**src/rtl/exception_control_unit_pkg.sv**
```systemverilog
// Shared definitions for the exception control unit.
//   - cause_t : encoding of the latched exception cause (also driven on Exc_Cause)
//   - state_t : FSM state encoding
//   - DEF_VEC_* : default byte addresses of the handler vectors
//   - vec_for_cause() : maps a cause to its vector address
package exception_control_unit_pkg;

   typedef enum logic [1:0] {
      CAUSE_NONE   = 2'd0,
      CAUSE_OPCODE = 2'd1,
      CAUSE_OVF    = 2'd2,
      CAUSE_DIVZ   = 2'd3
   } cause_t;

   typedef enum logic [2:0] {
      ST_IDLE     = 3'd0,
      ST_SAVE_EPC = 3'd1,
      ST_MEM_REQ  = 3'd2,
      ST_MEM_WAIT = 3'd3,
      ST_LOAD_PC  = 3'd4,
      ST_DONE     = 3'd5
   } state_t;

   localparam int DEF_VEC_OPCODE   = 253;
   localparam int DEF_VEC_OVERFLOW = 254;
   localparam int DEF_VEC_DIVZERO  = 255;

   // Vector addresses are passed in so that the top-level parameters win
   // over the package defaults.
   function automatic logic [31:0] vec_for_cause(input cause_t cause,
                                                 input logic [31:0] vec_opcode,
                                                 input logic [31:0] vec_overflow,
                                                 input logic [31:0] vec_divzero);
      logic [31:0] addr;
      addr = 32'd0;
      case (cause)
         CAUSE_OPCODE: addr = vec_opcode;
         CAUSE_OVF:    addr = vec_overflow;
         CAUSE_DIVZ:   addr = vec_divzero;
         default:      addr = 32'd0;
      endcase
      return addr;
   endfunction

endpackage

```
**src/rtl/exception_control_unit.sv**
```systemverilog
// Exception entry sequencer for the multicycle MIPS datapath.
// On an enabled exception it saves EPC = PC-4, reads the handler byte from
// the cause's vector address and loads PC with that byte, zero-extended.
//
// Ports:
//   clk, reset        - rising-edge clock, asynchronous active-high reset
//   AllowException    - sources are sampled only while high
//   OPCode_Error, Overflow, Div_Zero - exception sources
//   PC_In             - current PC value, captured on the trigger edge
//   Mem_Data_In       - handler byte returned by memory
//   Exception_Signal  - busy flag, high in every state except IDLE
//   Exc_Cause         - latched cause, held until the next trigger
//   Exc_EPC_Write/Exc_EPC_Value - EPC load strobe and value
//   Exc_Mem_Read/Exc_Mem_Addr   - memory read request and vector address
//   Exc_PC_Write/Exc_PC_Value   - PC load strobe and value
//   Exc_Done          - one-cycle completion pulse
//
// Handshake: there is no ready/valid pairing here. Memory is assumed to
// return valid data exactly MEM_LATENCY cycles after the request cycle, so
// Exc_Mem_Read is held for the request cycle plus MEM_LATENCY wait cycles
// and Mem_Data_In is consumed in the cycle right after the last wait cycle.
module exception_control_unit
   import exception_control_unit_pkg::*;
#(
   parameter int MEM_LATENCY  = 1,
   parameter int VEC_OPCODE   = DEF_VEC_OPCODE,
   parameter int VEC_OVERFLOW = DEF_VEC_OVERFLOW,
   parameter int VEC_DIVZERO  = DEF_VEC_DIVZERO
) (
   input  logic        clk,
   input  logic        reset,
   input  logic        AllowException,
   input  logic        OPCode_Error,
   input  logic        Overflow,
   input  logic        Div_Zero,
   input  logic [31:0] PC_In,
   input  logic [7:0]  Mem_Data_In,
   output logic        Exception_Signal,
   output logic [1:0]  Exc_Cause,
   output logic        Exc_EPC_Write,
   output logic [31:0] Exc_EPC_Value,
   output logic        Exc_Mem_Read,
   output logic [31:0] Exc_Mem_Addr,
   output logic        Exc_PC_Write,
   output logic [31:0] Exc_PC_Value,
   output logic        Exc_Done
);

   localparam logic [2:0] LAT = 3'(MEM_LATENCY);

   state_t      state;
   state_t      state_next;
   cause_t      cause_q;
   cause_t      trig_cause;
   logic        trigger;
   logic [31:0] pc_q;
   logic [2:0]  wait_cnt;
   logic [31:0] vec_addr;

   // Priority: invalid opcode beats divide-by-zero beats overflow.
   always_comb begin
      trig_cause = CAUSE_NONE;
      if (OPCode_Error)  trig_cause = CAUSE_OPCODE;
      else if (Div_Zero) trig_cause = CAUSE_DIVZ;
      else if (Overflow) trig_cause = CAUSE_OVF;
   end

   assign trigger = AllowException && (OPCode_Error || Div_Zero || Overflow);

   assign vec_addr = vec_for_cause(cause_q, 32'(VEC_OPCODE),
                                   32'(VEC_OVERFLOW), 32'(VEC_DIVZERO));

   always_ff @(posedge clk or posedge reset) begin
      if (reset) begin
         state    <= ST_IDLE;
         cause_q  <= CAUSE_NONE;
         pc_q     <= 32'd0;
         wait_cnt <= 3'd0;
      end else begin
         state <= state_next;
         // Sources are only looked at in IDLE; anything raised while busy is dropped.
         if (state == ST_IDLE && trigger) begin
            cause_q <= trig_cause;
            pc_q    <= PC_In;
         end
         if (state == ST_MEM_REQ)
            wait_cnt <= LAT;
         else if (state == ST_MEM_WAIT)
            wait_cnt <= wait_cnt - 3'd1;
      end
   end

   always_comb begin
      state_next       = state;
      Exception_Signal = 1'b1;
      Exc_EPC_Write    = 1'b0;
      Exc_EPC_Value    = 32'd0;
      Exc_Mem_Read     = 1'b0;
      Exc_Mem_Addr     = 32'd0;
      Exc_PC_Write     = 1'b0;
      Exc_PC_Value     = 32'd0;
      Exc_Done         = 1'b0;
      case (state)
         ST_IDLE: begin
            Exception_Signal = 1'b0;
            if (trigger) state_next = ST_SAVE_EPC;
         end
         ST_SAVE_EPC: begin
            Exc_EPC_Write = 1'b1;
            Exc_EPC_Value = pc_q - 32'd4;
            state_next    = ST_MEM_REQ;
         end
         ST_MEM_REQ: begin
            Exc_Mem_Read = 1'b1;
            Exc_Mem_Addr = vec_addr;
            state_next   = ST_MEM_WAIT;
         end
         ST_MEM_WAIT: begin
            Exc_Mem_Read = 1'b1;
            Exc_Mem_Addr = vec_addr;
            // Counter was loaded with MEM_LATENCY, so this state lasts that many cycles.
            if (wait_cnt == 3'd1) state_next = ST_LOAD_PC;
         end
         ST_LOAD_PC: begin
            Exc_PC_Write = 1'b1;
            Exc_PC_Value = {24'd0, Mem_Data_In};
            state_next   = ST_DONE;
         end
         ST_DONE: begin
            Exc_Done   = 1'b1;
            state_next = ST_IDLE;
         end
         default: begin
            Exception_Signal = 1'b0;
            state_next       = ST_IDLE;
         end
      endcase
   end

   assign Exc_Cause = cause_q;

endmodule

```
**config.mk**
```make
export PLATFORM = sky130hd
export DESIGN_NAME = exception_control_unit
export DESIGN_NICKNAME = d
export VERILOG_FILES = /design/src/rtl/exception_control_unit_pkg.sv /design/src/rtl/exception_control_unit.sv
export SDC_FILE = /design/constraint.sdc
export NUM_CORES = 1
export LEC_CHECK = 0
export ABC_CLOCK_PERIOD_IN_PS = 2850
export BUFFER_PORTS_ARGS = -buffer_cell sky130_fd_sc_hd__buf_4
export CAP_MARGIN = 10
export CORE_ASPECT_RATIO = 1.1
export CORE_MARGIN = 5
export CORE_UTILIZATION = 47
export CTS_BUF_LIST = sky130_fd_sc_hd__clkbuf_4
export CTS_CLUSTER_SIZE = 40
export DETAILED_ROUTE_END_ITERATION = 7
export PLACE_DENSITY_LB_ADDON = 0.2
export SLEW_MARGIN = 25
export SYNTH_ARGS = -nofsm -noshare
export SYNTH_HDL_FRONTEND = slang
export SYNTH_SLANG_ARGS = --single-unit
```
**constraint.sdc**
```tcl
create_clock -name clk -period 2.85 [get_ports clk]
set_input_delay 0.1425 -clock clk [delete_from_list [all_inputs] [get_ports clk]]
set_output_delay 0.1425 -clock clk [all_outputs]
set_load 0.01 [all_outputs]
```
=== Yosys cells after proc, flatten, opt, wreduce, memory -nomap -nowiden ===
Cells that the tools add are included.

* Word-level logic and storage cells: 43
* Bits in registers: 40

* Add/sub/neg operators: 2
* Reductions and logical operators: 9
* Equal/unequal tests: 11
* Multiplexer cells: 17

{| class="wikitable"
|+ Operator list
! kind !! number
|-
| 32-bit two-way mux || 2
|-
| 32-bit by 3-bit subtractor with 32-bit output (second input constant) || 1
|-
| 8-bit case mux with 3 select lines || 1
|-
| 3-bit case mux with 5 select lines || 1
|-
| 3-bit two-way mux || 4
|-
| 8-bit two-way mux || 1
|-
| 3-bit by 1-bit equality test with 1-bit output (second input constant) || 2
|-
| 3-bit by 2-bit equality test with 1-bit output (second input constant) || 2
|-
| 3-bit equality test (second input constant) || 2
|-
| 2-bit two-way mux || 3
|-
| 1-bit two-way mux || 5
|-
| 5-bit OR reduction || 1
|-
| 2-bit equality test (second input constant) || 2
|-
| 3-bit logical NOT || 1
|-
| 3-bit by 1-bit subtractor with 3-bit output (second input constant) || 1
|-
| 2-bit by 1-bit equality test with 1-bit output (second input constant) || 1
|-
| 1-bit logical AND || 2
|-
| 1-bit logical OR || 2
|-
| 2-bit by 1-bit inequality test with 1-bit output (second input constant) || 1
|-
| 2-bit inequality test (second input constant) || 1
|-
| 2-bit AND reduction || 1
|-
| 2-bit nonzero test || 1
|-
| 2-bit OR reduction || 1
|}

=== Depth between registers and ports, before layout ===
* Depth in word-level cells: 5
* Gate-level depth with buffers: 8
* Depth with buffers taken out: 6

=== Worst setup path after synthesis ===
No wires, ideal clock.

* Path kind: reg2out
* Start: reg pc_q[2]
* End: out Exc_EPC_Value[28]
* Required time: 2.707 ns
* Arrival time: 2.540 ns
* Setup slack: 0.167 ns
* Stages on the path, launching flop included: 9
* Path through: dfrtp_1 -> clkbuf_1 -> inv_1 -> ha_1 -> clkbuf_1 -> or4b_1 -> or4_1 -> or4_1 -> a21oi_1

* Longest elaborated chain between the ends: 2

{| class="wikitable"
|+ RTL lines
! item !! RTL line !! RTL
|-
| start, declared || exception_control_unit.sv:56 || <nowiki>logic [31:0] pc_q;</nowiki>
|-
| start signal, assigned || exception_control_unit.sv:84 || <nowiki>pc_q <= PC_In;</nowiki>
|-
| 32-bit by 3-bit subtractor with 32-bit output || exception_control_unit.sv:110 || <nowiki>Exc_EPC_Value = pc_q - 32'd4;</nowiki>
|-
| 32-bit two-way mux || exception_control_unit.sv:103 || <nowiki>case (state)</nowiki>
|-
| end, declared || exception_control_unit.sv:41 || <nowiki>output logic [31:0] Exc_EPC_Value,</nowiki>
|}

No other way between the ends.

=== Final worst setup path ===
* Start: reg pc_q[16]
* End: out Exc_EPC_Value[24]

Same word-level chain as after synthesis.

==> results <==
- The power density relative to cell area is 922 nW/um^2.
- Setup repair after global routing could not meet its margin everywhere.
- The worst hold slack across all endpoints is 0.0153 ns.
- For this design the static power due to leakage is 1.83 nW.
- The number of global-route vias before repair is 2543.
- The most common cell after layout, fill and taps aside is sky130_fd_sc_hd__buf_4.
- Across the run, the number of max-cap violations was 0.
- The first global-routing pass estimated 12100 um of wire.
- The total wire length after detailed routing is 7630 um.
- The final critical-path setup slack is -0.0551 ns.
- The count of synthesis-stage warnings from yosys is 0.
- The compound-gate portion of the synthesized area was 0.0651.
- For this run, the detailed router's first-pass iteration total came to 4.
- At the worst endpoint, the required time is 2.71 ns.
- The measured slew at the worst slew-check pin is 0.736 ns.
- After filler insertion, the fill cell instance count of the layout stands at 565.
- The number of different library cells used by synthesis comes to 36.
- The met3 track utilization from global routing is 0.0534.
- After clock tree synthesis, the clock-pin slew on the worst setup and hold paths is 0.12 ns.
- IR analysis of the VDD net gives a maximum drop of 0.471 mV.
- The number of buffers added by the clock tree synthesis step is 5.
- The congestion estimate from routability-driven global placement came to 0.811.
- The number of nets in the layout is 484.
- The worst setup path is of the reg -> out kind.
- The floorplan step defined a die boundary enclosing 7890 um^2.
- The detail route stage leaves a number of antenna-violating nets equal to 0.
- The run finished, with violations left.
- The upper clock frequency limit is 344 MHz.
- For this block, the initial DRC count from the detailed router was 82.
- In this run the deepest clock path goes through 2 buffers.
- OpenSTA, run right after detailed placement, puts the worst setup slack at 0.231 ns.
- The overall routing resource usage is 0.189.
- The synthesized-area fraction occupied by xor and xnor cells is 0.0420.
- The number of hold violations in the final report is 0.
- Summed over all failing endpoints, the final setup total negative slack is -0.228 ns.
- The CTS tree is done.
- The met2 usage is 0.320.
- The mean area per synthesized cell is 9.07 um^2.
- The ratio of final minimum period to clock period is 1.02.
- The layer carrying the most global-route usage is met2.
- The number of primary I/O pins is 149.
- The final-report setup violation count is 7.
- After global routing the overflow that remains totals 0.
- The post-detailed-route wirelength per cell is 14.8 um.
- For this configuration, the core starts out at a cell density of 0.478.
- The type of the worst min-delay path is in -> reg.
- Of the synthesized area, sequential elements account for 0.343.
- The worst setup path is captured at an output port.
- Synthesis produced a netlist whose cell count is 322.
- The placed wire-length estimate is 5630 um.
- The final reports fail on setup timing.
- The vias after detailed routing is 2645.
- The worst relative slew slack is 0.506.
- During placement, the flow inserted port buffers numbering 100.
- After detailed routing, the number of remaining DRC violations is 0.
- Entering global routing, the biggest net connects 24 pins.
- After synthesis the cells add up to 2920 um^2.
- In the routed layout, each cell is associated on average with a via count of 5.13.
- The time the final worst path needs with I/O delays and setup is 2.91 ns.
- The largest family of logic cells by synthesized area is simple AND/OR/NAND/NOR gates.
- The maximum level of the CTS H-tree is 2.
- The core outline area is 6120 um^2.
- The buffer cell driving the clock tree root is sky130_fd_sc_hd__clkbuf_4.
- The total clock sinks is 40.
- The max-slew violation total from the final report is 0.
- The floorplan has 30 rows.
- The number of flip-flops and latches in the synthesized netlist is 40.
- The launching point of the worst reg2reg path is state[2]$_DFFE_PP0P_.
- The number of antenna violations at the first check in global routing is 0.
- The worst setup path is launched from a flip-flop.
- Measured against the total synthesized area, the mux share comes to 0.130.
- For the final database, setup skew stands at 0.00695 ns.
- The simple-gate share of the synthesized area is 0.239.
- The launching instance or port of the critical path is pc_q[16]$_DFFE_PP0P_.
- For met1 alone, demand over resource in global routing was 0.229.
- Of the total synthesized cell area, the portion taken by full adders, half adders and majority gates is 0.0128.
- In the layout the commonest cells are sky130_fd_sc_hd__buf_4 (114), sky130_fd_sc_hd__conb_1 (48), sky130_fd_sc_hd__dfrtp_1 (40).
- The layout-stage area growth over the synthesis result is 34.4%.
- The number of antenna diodes in the final layout is 0.
- The horizontal extent of the die is 85.2 um.
- The worst hold path begins at PC_In[28].
- At the later pin of the worst-skew pair, clock insertion delay measures 0.35 ns.
- The arrival time of data at the critical path endpoint is 2.76 ns.
- The die is 92.7 um tall.
- Along the worst path, the maximum fanout reaches 18.
- Of the cells placed in the final design, the portion with a size suffix greater than 1 is 0.420.
- The design draws 3.62 mW.
routing by layer:
layer  up-vias  wire length, um
li1       1252                -
met1      1267             2950
met2       114             3860
met3        12              683
met4         0              132
met5         -                0
what timing repair did:
item	in CTS	in global routing
hold endpoints to repair	28	2
gates resized for setup	8	16
hold buffers	10	2
pin swaps	0	2
buffers inserted	7	1
gates cloned	0	0
setup endpoints to repair	11	11
Yosys cell counts:
cell type	count	area, um^2
sky130_fd_sc_hd__nor4b_2	2	30.0
sky130_fd_sc_hd__nand3b_1	1	7.51
sky130_fd_sc_hd__inv_1	8	30.0
sky130_fd_sc_hd__ha_1	3	37.5
sky130_fd_sc_hd__nand3_1	6	30.0
sky130_fd_sc_hd__or4_4	1	11.3
sky130_fd_sc_hd__o31ai_1	8	60.1
sky130_fd_sc_hd__or3_1	9	56.3
sky130_fd_sc_hd__nor4_1	6	37.5
sky130_fd_sc_hd__xnor2_1	6	52.6
sky130_fd_sc_hd__nor2b_1	3	18.8
sky130_fd_sc_hd__and2_1	3	18.8
sky130_fd_sc_hd__nor2_1	26	97.6
sky130_fd_sc_hd__or4b_1	1	10.0
sky130_fd_sc_hd__mux2_2	31	349
sky130_fd_sc_hd__nor3b_1	1	7.51
sky130_fd_sc_hd__buf_4	53	398
sky130_fd_sc_hd__nand2b_1	5	31.3
sky130_fd_sc_hd__a21oi_1	14	70.1
sky130_fd_sc_hd__clkbuf_1	14	52.6
sky130_fd_sc_hd__or4_1	16	120
sky130_fd_sc_hd__nand2_1	11	41.3
sky130_fd_sc_hd__nand4_1	2	12.5
sky130_fd_sc_hd__conb_1	1	3.75
sky130_fd_sc_hd__o211ai_1	1	7.51
sky130_fd_sc_hd__or4b_2	1	10.0
sky130_fd_sc_hd__mux2i_1	3	30.0
sky130_fd_sc_hd__o21bai_1	1	7.51
sky130_fd_sc_hd__nand4b_1	1	8.76
sky130_fd_sc_hd__or2_2	6	37.5
sky130_fd_sc_hd__nor3_1	7	35.0
sky130_fd_sc_hd__o21ai_0	9	45.0
sky130_fd_sc_hd__dfrtp_1	40	1000
sky130_fd_sc_hd__and3_1	12	75.1
sky130_fd_sc_hd__xor2_1	8	70.1
sky130_fd_sc_hd__buf_2	2	10.0
per-stage QoR:
stage	utilization	cell area (um^2)	cells
floorplan	-	3100	369
global placement	0.583	3570	488
detailed placement	0.583	3570	488
CTS	0.628	3840	513
global route	0.642	3930	516
finish	0.642	3930	516
power breakdown:
group	total, mW	internal [mW]	switching (mW)
clock network	0.381	0.194	0.188
registers	1.20	0.844	0.354
logic	2.04	1.05	0.989
kinds of logic (layout without fill, tap and decap cells):
logic type | Yosys count | in the layout
compound gates | 33 | 33
mux | 34 | 34
flops | 40 | 40
simple gates | 120 | 120
buf+inv | 77 | 144
xor+xnor | 14 | 14
other cells | 1 | 48
fa+ha+maj | 3 | 3
worst paths after layout:
path / to / slack [ns] / depth (start not counted)
setup reg to reg: pc_q[18]$_DFFE_PP0P_ / 0.79 / 4
min in group asynchronous: pc_q[23]$_DFFE_PP0P_ / 0.37 / 3
hold / removal: pc_q[28]$_DFFE_PP0P_ / 0.02 / 2
setup / recovery: Exc_EPC_Value[24] / -0.06 / 6
max in group asynchronous: pc_q[5]$_DFFE_PP0P_ / 1.81 / 4
hold reg to reg: wait_cnt[2]$_DFFE_PP0P_ / 0.51 / 1
critical path, cell delays in order, from the launching register on:
cell,delay [ns]
sky130_fd_sc_hd__dfrtp_1,0.40
sky130_fd_sc_hd__or4_4,0.56
sky130_fd_sc_hd__or4_4,0.51
sky130_fd_sc_hd__buf_12,0.17
sky130_fd_sc_hd__or4_4,0.51
sky130_fd_sc_hd__a21oi_2,0.14
sky130_fd_sc_hd__buf_4,0.13
final cells by class:
type	count	area, um^2	area share
multi-input combinational	252	1700	0.433
tap	80	100	0.0255
clock inverter	2	35.0	0.00892
inverter	8	30.0	0.00765
sequential	40	1000	0.255
timing repair buffer	128	1020	0.259
clock buffer	6	45.0	0.0115
state kept, by name, indices dropped and copies added, names as in the netlist:
| name | count |
|---|---|
| Exc_Cause | 2 |
| pc_q | 32 |
| state | 3 |
| wait_cnt | 3 |
No activity file was read; power rests on OpenSTA's default activity.
